<file path="src/rtl/freq_meter_bcd.sv">
// freq_meter_bcd: counts rising edges of sig_in over a GATE_CYCLES window and publishes packed BCD
//   clock     : system clock, rising edge
//   clear     : synchronous active-high reset
//   sig_in    : asynchronous measured signal
//   hold      : (FREQ_METER_HOLD_EN only) freeze published result at window end
//   count_bcd : latched result, digit 0 (units) in [3:0]
//   valid     : one-cycle pulse when count_bcd updates
//   overflow  : latched with count_bcd, window exceeded 10^DIGITS-1 edges
// Optional feature macro: FREQ_METER_HOLD_EN
module freq_meter_bcd #(
    parameter int GATE_CYCLES = 100000000,
    parameter int DIGITS      = 8,
    parameter int SYNC_STAGES = 2
) (
    input  logic                clock,
    input  logic                clear,
    input  logic                sig_in,
`ifdef FREQ_METER_HOLD_EN
    input  logic                hold,
`endif
    output logic [4*DIGITS-1:0] count_bcd,
    output logic                valid,
    output logic                overflow
);
    localparam int GW = $clog2(GATE_CYCLES);
    logic [SYNC_STAGES-1:0] sync;
    logic                   prev;
    logic                   edge_det;
    logic [GW-1:0]          gate;
    logic                   terminal;
    logic                   publish;
    logic [4*DIGITS-1:0]    acc;
    logic [4*DIGITS-1:0]    inc_acc;
    logic [4*DIGITS-1:0]    next_acc;
    logic                   carry;
    logic                   sat;
    logic                   pend;
    assign edge_det = sync[SYNC_STAGES-1] & ~prev;
    assign terminal = gate == GW'(GATE_CYCLES - 1);
`ifdef FREQ_METER_HOLD_EN
    assign publish = terminal & ~hold;
`else
    assign publish = terminal;
`endif
    // Ripple decade increment; the carry out of the top digit means all nines, i.e. saturation.
    always_comb begin
        carry   = edge_det;
        inc_acc = acc;
        for (int i = 0; i < DIGITS; i++) begin
            if (carry) inc_acc[4*i +: 4] = (acc[4*i +: 4] == 4'd9) ? 4'd0 : acc[4*i +: 4] + 4'd1;
            carry = carry & (acc[4*i +: 4] == 4'd9);
        end
        sat      = carry;
        next_acc = sat ? acc : inc_acc;
    end
    always_ff @(posedge clock) begin
        if (clear) begin
            sync      <= '0;
            prev      <= 1'b0;
            gate      <= '0;
            acc       <= '0;
            pend      <= 1'b0;
            count_bcd <= '0;
            valid     <= 1'b0;
            overflow  <= 1'b0;
        end else begin
            sync  <= {sync[SYNC_STAGES-2:0], sig_in};
            prev  <= sync[SYNC_STAGES-1];
            gate  <= terminal ? '0 : gate + 1'b1;
            // The edge present in the terminal cycle belongs to the closing window.
            acc   <= terminal ? '0 : next_acc;
            pend  <= terminal ? 1'b0 : pend | sat;
            valid <= publish;
            if (publish) begin
                count_bcd <= next_acc;
                overflow  <= pend | sat;
            end
        end
    end
endmodule
</file>
<file path="config.mk">
export PLATFORM = sky130hd
export DESIGN_NAME = freq_meter_bcd
export DESIGN_NICKNAME = d
export VERILOG_FILES = /design/src/rtl/freq_meter_bcd.sv
export SDC_FILE = /design/constraint.sdc
export NUM_CORES = 1
export LEC_CHECK = 0
export CORE_AREA = 10 10 96 98
export DETAILED_ROUTE_END_ITERATION = 10
export DIE_AREA = 0 0 106 108
export GPL_TIMING_DRIVEN = 0
export HOLD_SLACK_MARGIN = 0.08
export PLACE_DENSITY = 0.78
export SYNTH_ARGS = -nofsm -noshare
export SYNTH_HDL_FRONTEND = slang
export SYNTH_SLANG_ARGS = --single-unit
</file>
<file path="constraint.sdc">
create_clock -name clock -period 2.8 [get_ports clock]
set_input_delay 0.42 -clock clock [delete_from_list [all_inputs] [get_ports clock]]
set_output_delay 0.42 -clock clock [all_outputs]
set_load 0.03 [all_outputs]
</file>
Word-level counts from Yosys, hierarchy flattened

Cells that the tools add are included.

Word-level logic and storage cells: 55
Bits of input ports: 3
Output and inout port bits: 34
Bits in registers: 97

Reductions and logical operators: 1
Equality and inequality tests: 9
Add/sub/neg operators: 9
Bitwise logic cells: 11
Muxes and demuxes: 17

Operators by type and width:

| kind                    | count |
|---|---|
| $mux W4                 | 16 |
| $add A4 B1 Y4 const B   | 8 |
| $eq A4 B4 Y1 const B    | 8 |
| $mux W32                | 1 |
| $add A27 B1 Y27 const B | 1 |
| $eq A27 B27 Y1 const B  | 1 |
| $and A1 B1 Y1           | 9 |
| $reduce_or A2 Y1        | 1 |
| $not A1 Y1              | 1 |
| $or A1 B1 Y1            | 1 |

Depth between registers and ports, before layout

Word-level depth: 11
Depth in mapped cells: 7
Mapped depth without buffers: 6

Least setup slack after synthesis

Ideal clock, no wire load.

Path type: register to register
From: reg gate[12]
To: reg acc[12]
Arrival: 2.054 ns
Library setup time: 0.124 ns
Path buffers: 2
Cell stages (with the launch flop): 8
Required time: 2.676 ns
Setup slack: 0.622 ns
Clock period less this slack: 2.178 ns
Path through: dfxtp_1 -> or4_1 -> or4_1 -> nor4_4 -> or2_1 -> buf_2 -> buf_4 -> nor2_1

Cells in the longest elaborated chain, start to end: 2

Ends and longest elaborated chain:

| element                    | RTL line | text |
|---|---|---|
| start, declared            | 29       | `logic [GW-1:0] gate;` |
| start signal, assigned     | 69       | `gate <= terminal ? '0 : gate + 1'b1;` |
| $eq A27 B27 Y1             | 39       | `assign terminal = gate == GW'(GATE_CYCLES - 1);` |
| $reduce_or A2 Y1 (no line) | --       |  |
| end signal, assigned       | 71       | `acc <= terminal ? '0 : next_acc;` |
| end, declared              | 32       | `logic [4*DIGITS-1:0] acc;` |

Every way passes these cells.
A chain may end at the register's enable or synchronous reset.

Worst setup path in the final report

From: reg gate[19]
To: reg count_bcd[24]

Cells in the longest elaborated chain, start to end: 1

Ends and longest elaborated chain:

| element              | RTL line | text |
|---|---|---|
| $eq A27 B27 Y1       | 39       |  |
| end signal, assigned | 75       | `count_bcd <= next_acc;` |
| end, declared        | 21       | `output logic [4*DIGITS-1:0] count_bcd,` |

Every way passes these cells.

==> summary.md <==
| Metric | Value |
|---|---|
| Result of the run | completed |
| Cell type with the largest total area after synthesis | dfxtp_1 |
| Number of primary I/O pins | 37 |
| Warnings from Yosys | 0 |
| Synth top area share | 47.4% |
| Most common flop cell mapped by yosys | dfxtp_1 |
| Met2 capacity usage during global routing | 25.3% |
| Worst Path Buf+Inv | 1 |
| Maximum net fanout on the critical path | 10 |
| Die area | 0.0114 mm^2 |
| Max-slew violation total from the final report | 0 |
| Sequential-to-total area share from yosys stat | 47.4% |
| Syn Nets | 467 |
| Total via count in the routed design | 3298 |
| Initial Utilization | 55.1% |
| Leakage | 0.00167 uW |
| Ys async rst share | 0% |
| Footprint of the flip-flops and latches | 0.00194 mm^2 |
| Area taken by multi-input logic gates | 0.00202 mm^2 |
| Clock share of power | 37.4% |
| Starting DRT DRC Count | 123 |
| Synthesized instance count | 463 |
| Cells taking the most area after synthesis | dfxtp_1 47%, nor2_1 6.4%, nand2_1 4.8% |
| Post-DRT Antenna Nets | 0 |
| Library cell contributing the largest single delay on the critical path | or4_1 |
| Register bit count reported by yosys | 97 |
| Area added between synthesis and finish | 16.4% |
| Placement Rows | 32 |
| Total net switching power | 554 uW |
| Startpoint Class | flop |
| Root buf cell | clkbuf_8 |
| Count of placed standard cells in the final layout, fillers left out | 617 |
| Critical Path Sink Type | flop |
| Worst path top cell family by delay | simple AND/OR/NAND/NOR gates |
| Nets | 514 |
| Ratio of cells with drive above 1 in the final layout | 6.99% |
| Total global routing track utilization | 15.3% |
| Synth cell types | 50 |
| Die span in x | 106 um |
| Power per cell area | 481 mW/mm^2 |
| Total number of clock tree sinks | 97 |
| Final period utilization | 90.2% |
| Class of the worst hold path | flop to flop |
| Endpoint of the worst register-to-register path | count_bcd[24]$_SDFFE_PP0P_ |
| Class of the most critical setup path | flop to flop |
| Ant diodes | 0 |
| Count of flip-flops with a built-in enable after synthesis | 0 |
| Arrival time at the worst endpoint | 2.79 ns |
| Hold Path Sink | sync[1]$_SDFF_PP0_ |
| Final number of hold-violating endpoints | 0 |
| Via density per instance | 5.35 |
| CTS-repair resized insts | 0 |
| Internal power component | 1740 uW |
| Met3 Track Usage GR | 3.93% |
| Length in cells of the worst reg-to-reg path | 7 |
| Largest stage delay, worst path | 0.53 ns |
| GRT Max-Usage Layer | met2 |
| Number of buffer cells added on primary ports | 36 |
| Remaining max-slew budget at the tightest pin | 57.7% |
| Number of endpoints failing setup at the final stage | 0 |
| Hold Crit Depth | 1 |
| CTS Hold Buffers Added | 0 |
| Clock-pin slew on the worst setup and hold paths | 0.10 ns |
| Placed Instances | 601 |
| Leading cell types by count after synthesis | 97 x dfxtp_1, 70 x nor2_1, 52 x nand2_1 |
| Worst Max-Slew Pin Slew | 0.629 ns |
| Cell Area, Synth | 0.00410 mm^2 |
| Number of global-route vias before repair | 3193 |
| TritonCTS Buffers | 9 |
| Min-delay src | sync[0]$_SDFF_PP0_ |
| Slack of the worst reg-to-reg path | 0.28 ns |
| Placer Congestion | 0.848 |
| Count of H-tree levels built during CTS | 3 |
| Maximum frequency from static timing analysis | 0.396 GHz |
| Die Span Y | 108 um |
| Core region area | 0.00745 mm^2 |
| Average footprint of a synthesized cell | 8.86 um^2 |
| Most frequent CP cell | or4_1 |
| Total wire length | 8.48 mm |
| Number of max-capacitance violations reported | 0 |
| Aggregate global routing overflow | 0 |
| WL/cell | 13.7 um |
| Beginning of the worst register-to-register path | gate[19]$_SDFF_PP0_ |
| Drc violations | 0 |
| Peak supply drop | 0.274 mV |
| Sw frac | 24.1% |
| Combinational group share of total power | 2.0% |
| Reg power frac | 60.6% |
| Ordered list of cells on the worst path | or4_1 > or4_1 > nor4_4 > nor2_1 > clkbuf_1 > nand2_1 > o21ai_0 |
| Largest net degree at the start of global routing | 19 |
| Clock network latency to the later pin of the worst-skew pair | 0.37 ns |
| Filler Cell Count | 659 |
| Minimum clock period | 2.52 ns |
| Max Root-Sink Buffers | 2 |
| Clock skew | 0.0129 ns |
| Antenna violations before repair | 0 |
| Met1 demand-to-capacity share in global routing | 17.8% |
| Final sum of negative setup slack | 0 ns |
| Router iterations before antenna repair | 4 |
| Post-CTS repair timing setup buffer count | 0 |
| Critical Path RT | 3.06 ns |
| Wire length of the first global-routing pass | 14.6 mm |
| Post-layout utilization of the core | 64.1% |
| TritonCTS clock tree | yes |
| RSZ-0062 raised after global routing | no |
| DP Wirelength | 6.16 mm |
| Cell with the most instances after synthesis | dfxtp_1 |
## how the worst max path moves through the flow
stage | startpoint | end | slack [ns] | depth (start not counted)
floorplan | gate[12]$_SDFF_PP0_ | acc[12]$_SDFF_PP0_ | 0.62 | 7
global placement | acc[31]$_SDFF_PP0_ | count_bcd[7]$_SDFFE_PP0P_ | 0.30 | 6
detailed placement | acc[29]$_SDFF_PP0_ | count_bcd[7]$_SDFFE_PP0P_ | 0.30 | 6
CTS | gate[19]$_SDFF_PP0_ | count_bcd[19]$_SDFFE_PP0P_ | 0.26 | 7
global route | gate[19]$_SDFF_PP0_ | count_bcd[19]$_SDFFE_PP0P_ | 0.02 | 7
finish | gate[19]$_SDFF_PP0_ | count_bcd[24]$_SDFFE_PP0P_ | 0.28 | 7
## final cells by class
class / count / share of cell area [%]
Multi-Input combinational cell: 339 / 42.3
Sequential cell: 97 / 40.7
Clock inverter: 7 / 1.28
Tap cell: 102 / 2.67
Inverter: 13 / 1.02
Clock buffer: 9 / 2.60
Buffer: 14 / 1.89
Timing Repair Buffer: 36 / 7.55
## stage by stage
| stage | setup slack [ns] | total power, uW | hold WS, ns | instance area [um^2] |
|---|---|---|---|---|
| 2_1_floorplan | 0.622 | 1450 | 0.414 | 4100 |
| 3_3_place_gp | 0.301 | 1470 | 0.417 | 4590 |
| 3_5_place_dp | 0.302 | 1470 | 0.422 | 4590 |
| 4_1_cts | 0.255 | 2320 | 0.447 | 4770 |
| 5_1_grt | 0.0176 | 2380 | 0.475 | 4770 |
| 6_report | 0.275 | 2300 | 0.444 | 4770 |
## worst reg2reg max path, cell delays in order, from the launching register on
cell,delay [ns]
dfxtp_1,0.35
or4_1,0.53
or4_1,0.47
nor4_4,0.38
nor2_1,0.21
clkbuf_1,0.27
nand2_1,0.13
o21ai_0,0.08
## metal layers
metal	vias to the layer above	wire length [um]
li1	1690	-
met1	1528	3820
met2	60	3990
met3	20	440
met4	0	230
met5	-	0
## kinds of logic (layout without fill, tap and decap cells)
kind of cell,count (synthesis),after routing,share of synthesized area [%]
AOI/OAI and AO/OA,64,64,9.46
adders and majority gates,1,1,0.305
buffers and inverters,27,79,3.39
DFF,97,97,47.4
muxes,15,15,3.66
xor gates and xnor gates,37,37,7.90
and+or+nand+nor,222,222,27.9
## sequential cells by signal (all words and copies together) (netlist names)
| register | flops |
|---|---|
| valid | 1 |
| count_bcd | 32 |
| overflow | 1 |
| prev | 1 |
| acc | 32 |
| sync | 2 |
| gate | 27 |
| pend | 1 |
## power groups by stage
stage	logic [uW]	clock network (uW)	registers, uW
finish	46.0	859	1390
global route	52.2	937	1390
CTS	47.0	881	1390
detailed placement	46.6	0	1420
global placement	46.2	0	1420
floorplan	32.2	0	1420
## cell usage in the layout (no fill, tap or decap), types with 4 or more instances in the layout
master / Yosys / routed
a22o_1: 4 / 4
o21ai_1: 8 / 8
clkbuf_1: 4 / 4
a21oi_1: 10 / 10
o21ai_0: 25 / 25
and3_1: 12 / 12
nand3_1: 20 / 20
nand4_1: 11 / 11
nor3b_1: 5 / 5
o21ai_2: 5 / 5
nand2_1: 52 / 52
dfxtp_1: 97 / 97
inv_1: 13 / 13
and4_1: 6 / 6
clkbuf_8: 0 / 9
buf_4: 5 / 5
and2_1: 6 / 6
nor4_1: 6 / 6
nor2_1: 70 / 70
clkdlybuf4s50_1: 0 / 36
nor2b_1: 7 / 7
mux2i_1: 15 / 15
xor2_1: 20 / 20
xnor2_1: 17 / 17
Note: power is estimated with default switching activity, not from simulation.
